**config.mk**
```make
export PLATFORM = sky130hd
export DESIGN_NAME = count_step_mod_flat
export DESIGN_NICKNAME = d
export VERILOG_FILES = /design/src/rtl/count_step_mod_if.sv /design/src/rtl/count_step_mod.sv /design/src/flat_wrapper.sv
export SDC_FILE = /design/constraint.sdc
export NUM_CORES = 1
export LEC_CHECK = 0
export ABC_AREA = 1
export BUFFER_PORTS_ARGS = -buffer_cell sky130_fd_sc_hd__buf_2
export CORE_ASPECT_RATIO = 1.1
export CORE_MARGIN = 2
export CORE_UTILIZATION = 50
export CTS_BUF_LIST = sky130_fd_sc_hd__clkbuf_2 sky130_fd_sc_hd__clkbuf_4 sky130_fd_sc_hd__clkbuf_8
export CTS_CLUSTER_DIAMETER = 50
export DETAILED_ROUTE_END_ITERATION = 8
export PLACE_DENSITY = 0.8
export SETUP_SLACK_MARGIN = 0.15
export SLEW_MARGIN = 20
export SYNTH_ARGS = -nofsm -noshare
export SYNTH_HDL_FRONTEND = slang
export SYNTH_SLANG_ARGS = --single-unit
```
**constraint.sdc**
```tcl
create_clock -name clk -period 5 [get_ports clk]
set_input_delay 0.25 -clock clk [delete_from_list [all_inputs] [get_ports clk]]
set_output_delay 0.25 -clock clk [all_outputs]
set_load 0.05 [all_outputs]
```
**src/rtl/count_step_mod_if.sv**
```systemverilog
// count_step_mod_if: control/status bundle for count_step_mod.
//   master drives en, load, load_val, step, dir, mode
//   slave  drives count, tc, done
interface count_step_mod_if #(
  parameter int WIDTH  = 4,
  parameter int STEP_W = 2
) ();
  logic              en;
  logic              load;
  logic [WIDTH-1:0]  load_val;
  logic [STEP_W-1:0] step;
  logic              dir;
  logic [1:0]        mode;
  logic [WIDTH-1:0]  count;
  logic              tc;
  logic              done;

  modport master (
    output en, load, load_val, step, dir, mode,
    input  count, tc, done
  );

  modport slave (
    input  en, load, load_val, step, dir, mode,
    output count, tc, done
  );
endinterface

```
**src/rtl/count_step_mod.sv**
```systemverilog
// count_step_mod: up/down step counter with programmable modulus and
// wrap / saturate / one-shot limit modes, parallel load and a registered
// terminal-event pulse.
//   clk  : clock, rising edge
//   rst  : synchronous active-high reset
//   bus  : count_step_mod_if.slave
//          in : en, load, load_val, step, dir (0 up / 1 down), mode
//          out: count, tc (one-cycle event pulse), done (one-shot halted)
//
// state | meaning
// ------+-----------------------------------------------
// RUN   | normal counting
// HALT  | one-shot reached its limit; count frozen, done=1
module count_step_mod #(
  parameter int WIDTH   = 4,
  parameter int STEP_W  = 2,
  parameter int MODULUS = 16
) (
  input  logic clk,
  input  logic rst,
  count_step_mod_if.slave bus
);

  if (MODULUS < 2 || MODULUS > (1 << WIDTH)) begin : g_chk_mod
    $error("count_step_mod: MODULUS must be in 2..2**WIDTH");
  end
  if ((1 << STEP_W) - 1 >= MODULUS) begin : g_chk_step
    $error("count_step_mod: largest step must be below MODULUS");
  end

  localparam int W1 = WIDTH + 1;
  localparam logic [W1-1:0] MOD_X = W1'(MODULUS);
  localparam logic [W1-1:0] MAX_X = W1'(MODULUS - 1);

  typedef enum logic {RUN = 1'b0, HALT = 1'b1} state_t;

  localparam logic [1:0] MODE_SAT = 2'b01;
  localparam logic [1:0] MODE_ONE = 2'b10;

  state_t           state_q, state_d;
  logic [WIDTH-1:0] count_q, count_d;
  logic             tc_q, tc_d;
  logic             done_q, done_d;

  logic [W1-1:0] cnt_x;
  logic [W1-1:0] step_x;
  logic [W1-1:0] sum_up;
  logic [W1-1:0] wrap_dn;
  logic [W1-1:0] diff_dn;
  logic [W1-1:0] load_x;
  logic          cross_up;
  logic          cross_dn;
  logic          reach_up;
  logic          reach_dn;

  always_comb begin
    cnt_x   = {1'b0, count_q};
    step_x  = W1'(bus.step);
    load_x  = {1'b0, bus.load_val};
    sum_up  = cnt_x + step_x;
    // Stays non-negative: only used when step > count, result < MODULUS.
    wrap_dn = cnt_x + MOD_X - step_x;
    diff_dn = cnt_x - step_x;
    cross_up = (sum_up >= MOD_X);
    cross_dn = (step_x > cnt_x);
    // One-shot treats landing exactly on the limit as terminal.
    reach_up = (sum_up >= MAX_X);
    reach_dn = (step_x >= cnt_x);
  end

  always_comb begin
    state_d = state_q;
    count_d = count_q;
    tc_d    = 1'b0;
    done_d  = done_q;

    if (bus.load) begin
      count_d = (load_x > MAX_X) ? MAX_X[WIDTH-1:0] : bus.load_val;
      done_d  = 1'b0;
      state_d = RUN;
    end else if (state_q == RUN && bus.en && bus.step != '0) begin
      unique case (bus.mode)
        MODE_SAT: begin
          if (!bus.dir) begin
            count_d = cross_up ? MAX_X[WIDTH-1:0] : sum_up[WIDTH-1:0];
            tc_d    = cross_up;
          end else begin
            count_d = cross_dn ? '0 : diff_dn[WIDTH-1:0];
            tc_d    = cross_dn;
          end
        end
        MODE_ONE: begin
          if (!bus.dir) begin
            count_d = reach_up ? MAX_X[WIDTH-1:0] : sum_up[WIDTH-1:0];
            tc_d    = reach_up;
          end else begin
            count_d = reach_dn ? '0 : diff_dn[WIDTH-1:0];
            tc_d    = reach_dn;
          end
          if (tc_d) begin
            done_d  = 1'b1;
            state_d = HALT;
          end
        end
        default: begin
          // Wrap; the reserved encoding also lands here.
          if (!bus.dir) begin
            count_d = cross_up ? sum_up[WIDTH-1:0] - MOD_X[WIDTH-1:0]
                               : sum_up[WIDTH-1:0];
            tc_d    = cross_up;
          end else begin
            count_d = cross_dn ? wrap_dn[WIDTH-1:0] : diff_dn[WIDTH-1:0];
            tc_d    = cross_dn;
          end
        end
      endcase
    end
  end

  always_ff @(posedge clk) begin
    if (rst) begin
      state_q <= RUN;
      count_q <= '0;
      tc_q    <= 1'b0;
      done_q  <= 1'b0;
    end else begin
      state_q <= state_d;
      count_q <= count_d;
      tc_q    <= tc_d;
      done_q  <= done_d;
    end
  end

  assign bus.count = count_q;
  assign bus.tc    = tc_q;
  assign bus.done  = done_q;

endmodule
```
**src/flat_wrapper.sv**
```systemverilog
// flat-port wrapper written by rule: the top's interface ports become plain ports
module count_step_mod_flat 
#(
  parameter int WIDTH   = 4,
  parameter int STEP_W  = 2,
  parameter int MODULUS = 16
)
  (clk, rst, bus_en, bus_load, bus_load_val, bus_step, bus_dir, bus_mode, bus_count, bus_tc, bus_done);
  count_step_mod_if #(.WIDTH(WIDTH), .STEP_W(STEP_W)) bus_i ();
  input  logic clk;
  input  logic rst;
  input wire logic [$bits(bus_i.en)-1:0] bus_en;
  input wire logic [$bits(bus_i.load)-1:0] bus_load;
  input wire logic [$bits(bus_i.load_val)-1:0] bus_load_val;
  input wire logic [$bits(bus_i.step)-1:0] bus_step;
  input wire logic [$bits(bus_i.dir)-1:0] bus_dir;
  input wire logic [$bits(bus_i.mode)-1:0] bus_mode;
  output wire logic [$bits(bus_i.count)-1:0] bus_count;
  output wire logic [$bits(bus_i.tc)-1:0] bus_tc;
  output wire logic [$bits(bus_i.done)-1:0] bus_done;
  assign bus_i.en = bus_en;
  assign bus_i.load = bus_load;
  assign bus_i.load_val = bus_load_val;
  assign bus_i.step = bus_step;
  assign bus_i.dir = bus_dir;
  assign bus_i.mode = bus_mode;
  assign bus_count = bus_i.count;
  assign bus_tc = bus_i.tc;
  assign bus_done = bus_i.done;
  count_step_mod #(.WIDTH(WIDTH), .STEP_W(STEP_W), .MODULUS(MODULUS)) u_core (.clk(clk), .rst(rst), .bus(bus_i));
endmodule
```
* After elaboration in Yosys (flattened, before gate mapping) *
Cells that the tools add are included.

storage, ports and cells
  bits in registers = 6
  word-level logic and storage cells = 41

cells by class
  add/subtract/negate cells = 4
  magnitude comparators = 5
  equality and inequality tests = 2
  mux-type cells = 18
  bitwise operators = 2
  reductions and logical operators = 7

operators with widths
  cell                                                 count
  2-to-1 mux 4 bit                                     11
  one-hot mux 4 bit (2 select lines)                   1
  subtractor 4 x 2 -> 4 bit                            2
  2-to-1 mux 1 bit                                     6
  adder 4 x 2 -> 5 bit                                 1
  >= comparator 5 x 4 -> 1 bit, second input constant  1
  >= comparator 5 bit, second input constant           1
  adder 4 x 1 -> 4 bit, second input constant          1
  >= comparator 2 x 4 -> 1 bit                         1
  > comparator 2 x 4 -> 1 bit                          1
  > comparator 4 bit, second input constant            1
  nonzero test 2 bit                                   2
  AND reduction 3 bit                                  1
  OR reduction 3 bit                                   1
  equality test 2 x 1 -> 1 bit, second input constant  1
  equality test 2 bit, second input constant           1
  logical AND 1 bit                                    2
  inverter 1 bit                                       2
  OR reduction 2 bit                                   1

* Logic depth before layout (Yosys ltp) *
  depth in word-level cells = 7
  mapped depth = 12

* Least setup slack after synthesis *
Ideal clock, no wire load.

  path type = register to register
  start point = reg u_core.count_q[0], in the netlist u_core.bus.count[0]
  end point = reg u_core.count_q[1], in the netlist u_core.bus.count[1]
  library setup time = 70 ps
  data arrival time = 1,937 ps
  slack = 2,994 ps
  cell stages (with the launch flop) = 11
  cells stage by stage = dfxtp_1 inv_1 ha_1 fa_1 nand2_2 nand2_1 o21ai_0 nand3_1 nand2_1 nand2_1 a21oi_1

on the way
  longest elaborated chain between the ends = 7
  elaborated cells on any way between the ends = 19
  classes of those cells = 4 x add/sub; 4 x order compare; 11 x mux

RTL lines
  item                                                                 RTL line                                                           text
  start: declaration                                                   count_step_mod.sv:41                                               logic [WIDTH-1:0] count_q, count_d;
  start signal: assignment                                             count_step_mod.sv:128                                              count_q <= count_d;
  adder 4 x 1 -> 4 bit / adder 4 x 2 -> 5 bit (equally long branches)  count_step_mod.sv:62, count_step_mod.sv:60
  subtractor 4 x 2 -> 4 bit (tied with other cells)                    count_step_mod.sv:62                                               wrap_dn = cnt_x + MOD_X - step_x;
  2-to-1 mux 4 bit, on equally long branches                           count_step_mod.sv:112, count_step_mod.sv:85, count_step_mod.sv:94
  2-to-1 mux 4 bit, on equally long branches                           count_step_mod.sv:107, count_step_mod.sv:84, count_step_mod.sv:93
  one-hot mux 4 bit (2 select lines) (*)                               count_step_mod.sv:82                                               unique case (bus.mode)
  2-to-1 mux 4 bit (*)                                                 count_step_mod.sv:81                                               end else if (state_q == RUN && bus.en && bus.step != '0) begin
  2-to-1 mux 4 bit (*)                                                 count_step_mod.sv:77                                               if (bus.load) begin

Mark *: on every way between the ends. The rest lies on a longest branch, timed or not. The select of a mux whose other input is x is not followed.
A chain may end at the register's enable or synchronous reset.

* Final worst setup path *
  start point = reg u_core.count_q[0], in the netlist u_core.bus.count[0]
  end point = reg u_core.done_q, in the netlist u_core.bus.done

on the way
  longest elaborated chain between the ends = 7
  elaborated cells on any way between the ends = 8
  classes of those cells = 1 x add/sub; 2 x order compare; 4 x mux; 1 x reduce/logical

RTL lines
  item                                      RTL line               text
  adder 4 x 2 -> 5 bit                      count_step_mod.sv:60   sum_up = cnt_x + step_x;
  >= comparator 5 x 4 -> 1 bit              count_step_mod.sv:67   reach_up = (sum_up >= MAX_X);
  2-to-1 mux 1 bit (*)                      count_step_mod.sv:93   if (!bus.dir) begin
  2-to-1 mux 1 bit (*)                      count_step_mod.sv:82
  2-to-1 mux 1 bit (*)                      count_step_mod.sv:81
  2-to-1 mux 1 bit (*)                      count_step_mod.sv:77
  AND reduction 3 bit (no source line) (*)  n/a
  end signal: assignment                    count_step_mod.sv:130  done_q <= done_d;
  end: declaration                          count_step_mod.sv:43   logic done_q, done_d;

Marked as above.

==> results.toml <==
[critical_path]
rrSetupSlack_ns = 3.18
r2r-end = "u_core.bus.done"
crit_arrival_ns = 2.01
worstSetupPathType = "flop to flop"
worstPathRequired_ns = 5.19
reg2reg_depth = 10
start_kind = "flop"
worstReg2RegStart = "u_core.bus.count[0]"
critical_path.endpoint_type = "flop"
crit_fanout = 4

[synthesis]
synth_top_area_cell = "dfxtp_1"
synthTopCellsByArea = "dfxtp_1 (16%), nand2_1 (15%), ha_1 (10%)"
ys_seq_elements = 6
syn_area_um2 = 734.5
yosysUniqueCellTypes = 24
synth_area_per_cell_um2 = 6.224
synth_warnings = 0
synth-edff-count = 0
synth_top_area_share_pct = 16.35
synth_flop_cell = "dfxtp_1"
async_reset_ff_share_pct = 0
postSynthNetCount = 139
synth_seq_area_share_pct = 16.35
syn_inst = 118

[sta]
tightest_slew_ns = 0.3644
final.period_utilization_pct = 36.48
final-max-slew-violation-count = 0
max_clock_freq_mhz = 548.2
fin_skew_ns = 0.009434
hold_viol = 0
rsz0062_at_grt = "no"
period_minus_slack_ns = 1.824
setup_total_negative_slack_ns = 0
slew_headroom_pct = 75.67
setup_viol = 0

[floorplanning]
die_w_um = 40.54
initial_core_util_pct = 53.75
fp-row-count = 14
core_area_um2 = 1366
dieHeight_um = 44.20
io_pins = 19
dieArea_um2 = 1792

[finish]
antenna_cells = 0
post_route_cells_drive_above_1_share_pct = 21.74
final_core_util_pct = 62.64
syn2layout_area_growth_pct = 16.52
final.fill_count = 126
nets = 161

[clock_network]
ctsResizeCount = 0
hold_buffers = 0
cts_tree = "yes"
cts_root_buffer = "clkbuf_4"
cts_setup_buffers = 0
path_clk_slew_ns = 0.05
max-clock-path-buffers = 2
clock_sinks = 6
cts_made_buffers = 3
insertion_delay_ns = 0.25
htreeDepth = 1

[place]
portBuffers = 18
dp_hpwl_um = 1443
gp_congestion = 0.8698

[routing]
initialDrtViolationCount = 16
routed_wl_um = 1710
post_drt_wl_per_cell_um = 11.10
drt_first_pass_iters = 4
drcViolationCount = 0
num_vias = 794
vias_per_cell = 5.156
ant_nets = 0

[grt]
grt_usage_pct = 23.41
overflow = 0
grt_max_degree = 9
antenna_found_initial = 0
grt_pass1_wl_um = 2877
grt_pass1_vias = 722

[power]
cellPowerDensity_nw_per_um2 = 216.4
leakagePower_nw = 0.4693
ir_worst_vdd_uv = 130.1
p_total_uw = 185.2

[worst_hold_path]
whs_endpoint = "u_core.bus.count[1]"
min_path_cells = 2
min_path_type = "input pin to flop"
worstHoldStart = "rst"

[outcome]
status = "completed"

[run]
cap_violations = 0
==> power by group <==
part | switching [mW] | internal (mW) | leakage, nW
Combinational | 0.0524 | 0.0301 | 0.406
Clock | 0.0193 | 0.0273 | 0.0138
Sequential | 0.00525 | 0.0509 | 0.0493
Total | 0.0770 | 0.108 | 0.469
==> synth_stat cells (2+ instances only) <==
cell      number
nor2_1         9
nand3b_1       2
or2_1          2
nor3_1         2
nor2_4         2
o211ai_1       2
nand3_1       10
ha_1           6
inv_1         20
nand2_1       29
nand3_2        2
fa_1           2
dfxtp_1        6
o21ai_1        2
inv_2          3
o21ai_0        5
a21oi_1        7
==> critical path, stage by stage (launching register included) <==
cell,delay (ns)
dfxtp_1,0.33
ha_1,0.23
fa_1,0.48
inv_1,0.05
nor2_1,0.14
nand2_1,0.07
nor2_1,0.10
nand3_1,0.08
nand3_1,0.09
nand3_1,0.07
a21oi_1,0.13
==> per-stage QoR <==
step	std cells	instance area, µm²	setup WS [ns]	hold slack, ns
6_report	154	855.8	3.176	0.2011
5_1_grt	154	855.8	2.954	0.2115
4_1_cts	154	855.8	3.161	0.2069
3_5_place_dp	151	833.3	3.157	0.4598
3_3_place_gp	151	833.3	3.184	0.4577
2_1_floorplan	118	734.5	2.994	0.3191
==> routing by layer <==
layer / vias to the layer above / GRT usage, % / routed length [µm]
met3: 6 / 1.508 / 102
li1: 414 / - / -
met1: 339 / 30.06 / 742
met5: - / 0 / 0
met2: 35 / 39.05 / 834
met4: 0 / 10.00 / 30
==> registers in the layout, indices dropped and copies added, names as in the netlist <==
| name | count |
|---|---|
| u_core.bus.count | 4 |
| u_core.bus.done | 1 |
| u_core.bus.tc | 1 |
==> worst max path at each step <==
stage	slack (ns)	end	cells past startpoint	startpoint
2_1_floorplan	2.99	u_core.bus.count[1]	10	u_core.bus.count[0]
6_report	3.18	u_core.bus.done	10	u_core.bus.count[0]
4_1_cts	3.16	u_core.bus.count[1]	10	u_core.bus.count[0]
3_5_place_dp	3.16	u_core.bus.done	11	bus_step[0]
3_3_place_gp	3.18	u_core.bus.tc	11	bus_step[0]
5_1_grt	2.95	u_core.bus.count[1]	10	u_core.bus.count[0]
==> cell families (layout without fill, tap and decap cells) <==
| group | count (synthesis) | in the layout | synth area share, % |
|---|---|---|---|
| adders and majority gates | 8 | 8 | 15.67 |
| buffers and inverters | 24 | 44 | 13.29 |
| xor gates and xnor gates | 2 | 2 | 2.385 |
| DFF | 6 | 6 | 16.35 |
| and+or+nand+nor | 61 | 61 | 39.69 |
| AOI/OAI and AO/OA | 17 | 17 | 12.61 |
==> cell type report <==
cell class,instances,area [µm²],area share (%)
Multi-Input combinational cell,88,516.7,60.38
Sequential cell,6,120.1,14.04
Timing Repair Buffer,18,90.09,10.53
Inverter,23,86.33,10.09
Clock buffer,3,22.52,2.632
Tap cell,16,20.02,2.339
==> cells in the final DEF (no fill, tap or decap) <==
| cell type | n |
|---|---|
| o21ai_0 | 5 |
| o211ai_1 | 2 |
| nand2_2 | 1 |
| dfxtp_1 | 6 |
| nand4_1 | 1 |
| nand3_1 | 10 |
| clkbuf_4 | 3 |
| buf_2 | 18 |
| nand2_1 | 29 |
| inv_1 | 20 |
| ha_1 | 6 |
| xor2_1 | 1 |
| or2_2 | 1 |
| nor2_1 | 9 |
| or2_1 | 2 |
| nand3b_1 | 2 |
| o21ai_1 | 2 |
| xnor2_1 | 1 |
| nand3_2 | 2 |
| a21oi_1 | 7 |
| nor3_1 | 2 |
| fa_1 | 2 |
| nor2_4 | 2 |
| a21o_1 | 1 |
| inv_2 | 3 |
Note: power is estimated with default switching activity, not from simulation.
